$ cat src/rtl/fp_align_arbiter.sv
// Two-port arbiter feeding one shared fixed-latency FP extract/align datapath; returns results tagged to their owner.
// Build option: define FP_ALIGN_ARB_RR_EN for round-robin arbitration instead of port-1 priority with a starvation guard.
module fp_align_arbiter #(
   parameter int LAT      = 2,
   parameter int TAG_W    = 5,
   parameter int RES_W    = 32,
   parameter int MAX_WAIT = 4
) (
   input  logic             clk,
   input  logic             reset,
   input  logic             flush,
   input  logic             req0_valid,
   output logic             req0_ready,
   input  logic [TAG_W-1:0] req0_tag,
   input  logic [7:0]       req0_exp1,
   input  logic [46:0]      req0_mant1,
   input  logic             req0_sign1,
   input  logic [31:0]      req0_num2,
   input  logic             req0_add_sub,
   input  logic             req0_nan1,
   input  logic             req0_zero1,
   input  logic             req1_valid,
   output logic             req1_ready,
   input  logic [TAG_W-1:0] req1_tag,
   input  logic [7:0]       req1_exp1,
   input  logic [46:0]      req1_mant1,
   input  logic             req1_sign1,
   input  logic [31:0]      req1_num2,
   input  logic             req1_add_sub,
   input  logic             req1_nan1,
   input  logic             req1_zero1,
   output logic             dp_valid,
   output logic [7:0]       dp_exp1,
   output logic [46:0]      dp_mant1,
   output logic             dp_sign1,
   output logic [31:0]      dp_num2,
   output logic             dp_add_sub,
   output logic             dp_nan1,
   output logic             dp_zero1,
   input  logic [RES_W-1:0] dp_res_data,
   output logic             rsp0_valid,
   output logic             rsp1_valid,
   output logic [TAG_W-1:0] rsp_tag,
   output logic [RES_W-1:0] rsp_data,
   output logic             busy
);

   typedef struct packed {
      logic [TAG_W-1:0] tag;
      logic [7:0]       exp1;
      logic [46:0]      mant1;
      logic             sign1;
      logic [31:0]      num2;
      logic             add_sub;
      logic             nan1;
      logic             zero1;
   } op_t;

   op_t  req0_op;
   op_t  req1_op;
   op_t  op_d;
   op_t  op_q;
   logic grant0;
   logic grant1;
   logic dp_valid_d;
   logic dp_valid_q;
   logic dp_owner_d;
   logic dp_owner_q;

   logic [LAT-1:0]            trk_vld_d;
   logic [LAT-1:0]            trk_vld_q;
   logic [LAT-1:0]            trk_own_d;
   logic [LAT-1:0]            trk_own_q;
   logic [LAT-1:0][TAG_W-1:0] trk_tag_d;
   logic [LAT-1:0][TAG_W-1:0] trk_tag_q;
   logic                      rsp_fire;

   always_comb begin
      req0_op         = '0;
      req0_op.tag     = req0_tag;
      req0_op.exp1    = req0_exp1;
      req0_op.mant1   = req0_mant1;
      req0_op.sign1   = req0_sign1;
      req0_op.num2    = req0_num2;
      req0_op.add_sub = req0_add_sub;
      req0_op.nan1    = req0_nan1;
      req0_op.zero1   = req0_zero1;
      req1_op         = '0;
      req1_op.tag     = req1_tag;
      req1_op.exp1    = req1_exp1;
      req1_op.mant1   = req1_mant1;
      req1_op.sign1   = req1_sign1;
      req1_op.num2    = req1_num2;
      req1_op.add_sub = req1_add_sub;
      req1_op.nan1    = req1_nan1;
      req1_op.zero1   = req1_zero1;
   end

`ifdef FP_ALIGN_ARB_RR_EN
   // rr_ptr_q names the port that wins the next contested cycle.
   logic rr_ptr_d;
   logic rr_ptr_q;

   always_comb begin
      grant0 = 1'b0;
      grant1 = 1'b0;
      if (!flush && !reset) begin
         if (req0_valid && req1_valid) begin
            grant0 = ~rr_ptr_q;
            grant1 = rr_ptr_q;
         end else begin
            grant0 = req0_valid;
            grant1 = req1_valid;
         end
      end
   end

   always_comb begin
      rr_ptr_d = rr_ptr_q;
      if (grant0 && req1_valid) rr_ptr_d = 1'b1;
      if (grant1 && req0_valid) rr_ptr_d = 1'b0;
   end

   always_ff @(posedge clk or posedge reset) begin
      if (reset) rr_ptr_q <= 1'b0;
      else       rr_ptr_q <= rr_ptr_d;
   end
`else
   localparam int WC_W = $clog2(MAX_WAIT + 1);

   // Port 1 normally wins; port 0 is forced through after MAX_WAIT consecutive losses.
   logic [WC_W-1:0] wait_cnt_d;
   logic [WC_W-1:0] wait_cnt_q;
   logic            starved;

   assign starved = (wait_cnt_q == WC_W'(MAX_WAIT));

   always_comb begin
      grant0 = 1'b0;
      grant1 = 1'b0;
      if (!flush && !reset) begin
         if (req0_valid && (!req1_valid || starved)) grant0 = 1'b1;
         else if (req1_valid)                        grant1 = 1'b1;
      end
   end

   always_comb begin
      wait_cnt_d = wait_cnt_q;
      if (flush || !req0_valid || grant0) wait_cnt_d = '0;
      else if (!starved)                  wait_cnt_d = wait_cnt_q + WC_W'(1);
   end

   always_ff @(posedge clk or posedge reset) begin
      if (reset) wait_cnt_q <= '0;
      else       wait_cnt_q <= wait_cnt_d;
   end
`endif

   assign req0_ready = grant0;
   assign req1_ready = grant1;

   always_comb begin
      dp_valid_d = grant0 | grant1;
      dp_owner_d = dp_owner_q;
      op_d       = op_q;
      if (grant0) begin
         op_d       = req0_op;
         dp_owner_d = 1'b0;
      end else if (grant1) begin
         op_d       = req1_op;
         dp_owner_d = 1'b1;
      end
   end

   // Tracker mirrors the datapath: entry LAT-1 lines up with dp_res_data.
   always_comb begin
      trk_vld_d    = '0;
      trk_own_d    = trk_own_q;
      trk_tag_d    = trk_tag_q;
      trk_own_d[0] = dp_owner_q;
      trk_tag_d[0] = op_q.tag;
      for (int i = 1; i < LAT; i++) begin
         trk_own_d[i] = trk_own_q[i-1];
         trk_tag_d[i] = trk_tag_q[i-1];
      end
      if (!flush) begin
         trk_vld_d[0] = dp_valid_q;
         for (int i = 1; i < LAT; i++) trk_vld_d[i] = trk_vld_q[i-1];
      end
   end

   always_ff @(posedge clk or posedge reset) begin
      if (reset) begin
         dp_valid_q <= 1'b0;
         dp_owner_q <= 1'b0;
         op_q       <= '0;
         trk_vld_q  <= '0;
         trk_own_q  <= '0;
         trk_tag_q  <= '0;
      end else begin
         dp_valid_q <= dp_valid_d;
         dp_owner_q <= dp_owner_d;
         op_q       <= op_d;
         trk_vld_q  <= trk_vld_d;
         trk_own_q  <= trk_own_d;
         trk_tag_q  <= trk_tag_d;
      end
   end

   assign dp_valid   = dp_valid_q;
   assign dp_exp1    = op_q.exp1;
   assign dp_mant1   = op_q.mant1;
   assign dp_sign1   = op_q.sign1;
   assign dp_num2    = op_q.num2;
   assign dp_add_sub = op_q.add_sub;
   assign dp_nan1    = op_q.nan1;
   assign dp_zero1   = op_q.zero1;

   // A flush kills the response landing in the same cycle.
   assign rsp_fire   = trk_vld_q[LAT-1] & ~flush;
   assign rsp0_valid = rsp_fire & ~trk_own_q[LAT-1];
   assign rsp1_valid = rsp_fire & trk_own_q[LAT-1];
   assign rsp_tag    = rsp_fire ? trk_tag_q[LAT-1] : '0;
   assign rsp_data   = dp_res_data;
   assign busy       = dp_valid_q | (|trk_vld_q);

endmodule
$ cat config.mk
export PLATFORM = sky130hd
export DESIGN_NAME = fp_align_arbiter
export DESIGN_NICKNAME = d
export VERILOG_FILES = /design/src/rtl/fp_align_arbiter.sv
export SDC_FILE = /design/constraint.sdc
export NUM_CORES = 1
export LEC_CHECK = 0
export CAP_MARGIN = 20
export CORE_ASPECT_RATIO = 1.75
export CORE_MARGIN = 10
export CORE_UTILIZATION = 35
export DETAILED_ROUTE_END_ITERATION = 10
export GPL_TIMING_DRIVEN = 0
export PLACE_DENSITY_LB_ADDON = 0.1
export SETUP_SLACK_MARGIN = 0.05
export SLEW_MARGIN = 10
export SYNTH_ARGS = -nofsm -noshare
export SYNTH_HDL_FRONTEND = slang
export SYNTH_SLANG_ARGS = --single-unit
$ cat constraint.sdc
create_clock -name clk -period 3.6 [get_ports clk]
set_input_delay 0.72 -clock clk [delete_from_list [all_inputs] [get_ports clk]]
set_output_delay 0.72 -clock clk [all_outputs]
set_load 0.05 [all_outputs]
==> impl_metrics.toml <==
[placed_design]
io_buffers = 330
place.gp.congestion = 0.8510
dp.cells = 1046
pre_cts_ws_ns = -0.4647
dp_hpwl_mm = 17.50

[die]
std_cell_rows = 65
die_h_microns = 200.3
initial_core_util_pct = 35.84
fp.dieW_microns = 123.0
dieArea_sq_um = 24640
core_region_area_sq_um = 18140
io_pins = 363

[worst_setup_path]
critPathBufInv = 5
cp-start-kind = "input port"
r2r-end = "dp_mant1[30]"
crit_fanout = 19
end_kind = "primary output"
crit_arrival_ns = 2.69
worst-setup-path-type = "in -> out"
r2r.worst_path.cells = 7
r2r_setup_slack_ns = 1.49
required_ns = 2.88
reg2reg_from = "wait_cnt_q[0]"
worst_path_max_delay_cell = "clkdlybuf4s50_1"
crit_family = "buffers and inverters"
cp_slowest_stage_delay_ns = 0.52
crit_path_cell_trace = "clkdlybuf4s50_1, nand2b_4, a211o_1, buf_2, buf_6, inv_1, clkdlybuf4s18_2"

[final_layout]
fin_cells = 1077
final_cell_mix = "328 x clkdlybuf4s50_1, 132 x mux2_2, 119 x buf_4"
final_layout_size_suffix_gt1_share_pct = 43.53
nets = 1061
final_common_cell = "clkdlybuf4s50_1"
diodes = 0
syn_to_final_growth_pct = 65.16

[routing]
via_count = 4794
drcViolationCount = 0
route.antenna.remaining_nets = 0
first_iter_violations = 125
wl_per_cell_microns = 19.92
drtPass1Iterations = 4
via_per_inst = 4.451
routed_wl_mm = 21.46

[timing]
setup_viol = 0
min_period_ns = 3.405
slew_headroom_pct = 55.95
hold_viol = 0
rsz0062_at_grt = "no"
fin_crit_sh_pct = 94.59
fin_skew_ns = 0.007265
clock.fmax_mhz = 293.7
slew_violations = 0
fin_setup_tns_ns = 0
tightestPinTransition_ns = 0.6594
timing.final.ws_setup_ns = 0.1948

[outcome]
status = "finished, final reports clean"

[min_path]
hp-class = "reg -> reg"
min-delay-start = "trk_tag_d[7]"
hold_depth = 0
worstHoldEndpoint = "trk_tag_q[7]"

[cts]
cts_resized = 7
cts_tree = "done"
cts.sinks = 115
h-tree-depth = 4
clk_pin_slew_ns = 0.06
cts_hold_buf = 0
numCtsBuffers = 17
cts_buffer_depth = 2
clk_latency_ns = 0.41
post_cts_buffers = 0
cts_root_buffer = "clkbuf_16"

[logic_synthesis]
synth_seq_cells = 115
synth_fp_nets = 710
syn-mean-instance-area_sq_um = 13.57
synthDistinctLibCells = 24
yosysWarnings = 0
ys_seq_area_share_pct = 44.27
syn_area_sq_um = 6500
synthCells = 479

[grt]
grt_pass1_wl_mm = 31.75
overflow = 0
antenna_found_initial = 0
grt_max_degree = 38
grt_usage_pct = 16.95
first_global_vias = 5432

[pwr]
ir_drop_mv = 0.2910
p_total_mw = 5.903
power_leakage_nw = 4.805
p_per_area_nw_per_um2 = 549.9

[job]
drv_cap = 0
## area by class of cell
cell class / instances / area (sq um)
fill: 1517 / 7401
timing repair buffer: 333 / 3358
sequential: 115 / 2878
multi-input combinational: 220 / 2577
buffer: 139 / 1025
clock buffer: 17 / 425.4
tap: 234 / 292.8
clock inverter: 15 / 160.2
inverter: 4 / 18.77
## synth_stat cells
cell	number	area (sq um)
or3b_1	1	8.760
or3_1	1	6.260
and2_1	6	37.54
buf_6	5	56.30
ha_1	2	25.02
buf_4	119	893.4
mux2_4	56	840.8
buf_2	16	80.08
xnor2_1	1	8.760
o21ai_0	1	5.000
mux2_2	132	1486
mux2i_1	1	10.01
dfrtp_1	115	2878
inv_1	4	15.01
nand2b_4	1	13.76
a21o_1	1	7.510
a211o_1	1	8.760
nor3_1	3	15.01
nor3b_2	1	12.51
nand3b_1	1	7.510
a31oi_1	1	6.260
mux2_1	4	45.04
nand2_1	2	7.510
nor2b_1	4	25.02
## worst max path at each step
stage               depth (start not counted)   from  slack (ns)          to
floorplan                                   4  reset        0.61  req1_ready
global placement                            8  flush       -0.45  req0_ready
detailed placement                          8  flush       -0.46  req0_ready
CTS                                         6  flush        0.05  req1_ready
global route                                7  flush        0.09  req0_ready
finish                                      7  flush        0.19  req0_ready
## routing by layer
layer | share of wire [%] | up-vias | GRT usage, %
li1 | - | 2228 | -
met1 | 32 | 2307 | 15.63
met2 | 57 | 235 | 32.71
met3 | 9.8 | 24 | 6.245
met4 | 1.6 | 0 | 4.929
met5 | 0 | - | 0
## per-stage QoR
step / cell area, sq um / utilization (%) / hold WS, ns
2_1_floorplan: 6504 / - / 0.3312
3_3_place_gp: 10100 / 55.69 / 0.3328
3_5_place_dp: 10160 / 56.02 / 0.3365
4_1_cts: 10740 / 59.21 / 0.3503
5_1_grt: 10740 / 59.19 / 0.3534
6_report: 10740 / 59.19 / 0.3483
## report_power, final
group	internal (mW)	switching [mW]	leakage, nW
clock	0.982	0.702	0.283
combinational	1.27	1.27	3.16
sequential	1.55	0.129	1.36
total	3.80	2.10	4.81
## cells by family (layout without fill, tap and decap cells)
kind of cell | count (synthesis) | in the layout | share of synthesized area [%]
XOR/XNOR | 1 | 1 | 0.1348
AO/OA/AOI/OAI | 4 | 4 | 0.4235
AND/OR/NAND/NOR | 20 | 20 | 2.060
flip-flops | 115 | 115 | 44.27
multiplexers | 193 | 193 | 36.65
buffers and inverters | 144 | 508 | 16.07
adder cells (fa/ha/maj) | 2 | 2 | 0.3849
## registers in the layout (all words and copies together) (netlist names)
name        cells
dp_add_sub      1
dp_mant1       47
trk_vld_q       2
trk_tag_d       5
dp_nan1         1
dp_valid        1
dp_exp1         8
op_q            5
trk_own_q       2
dp_sign1        1
dp_owner_q      1
wait_cnt_q      3
dp_zero1        1
trk_tag_q       5
dp_num2        32
Note: power is estimated with default switching activity, not from simulation.
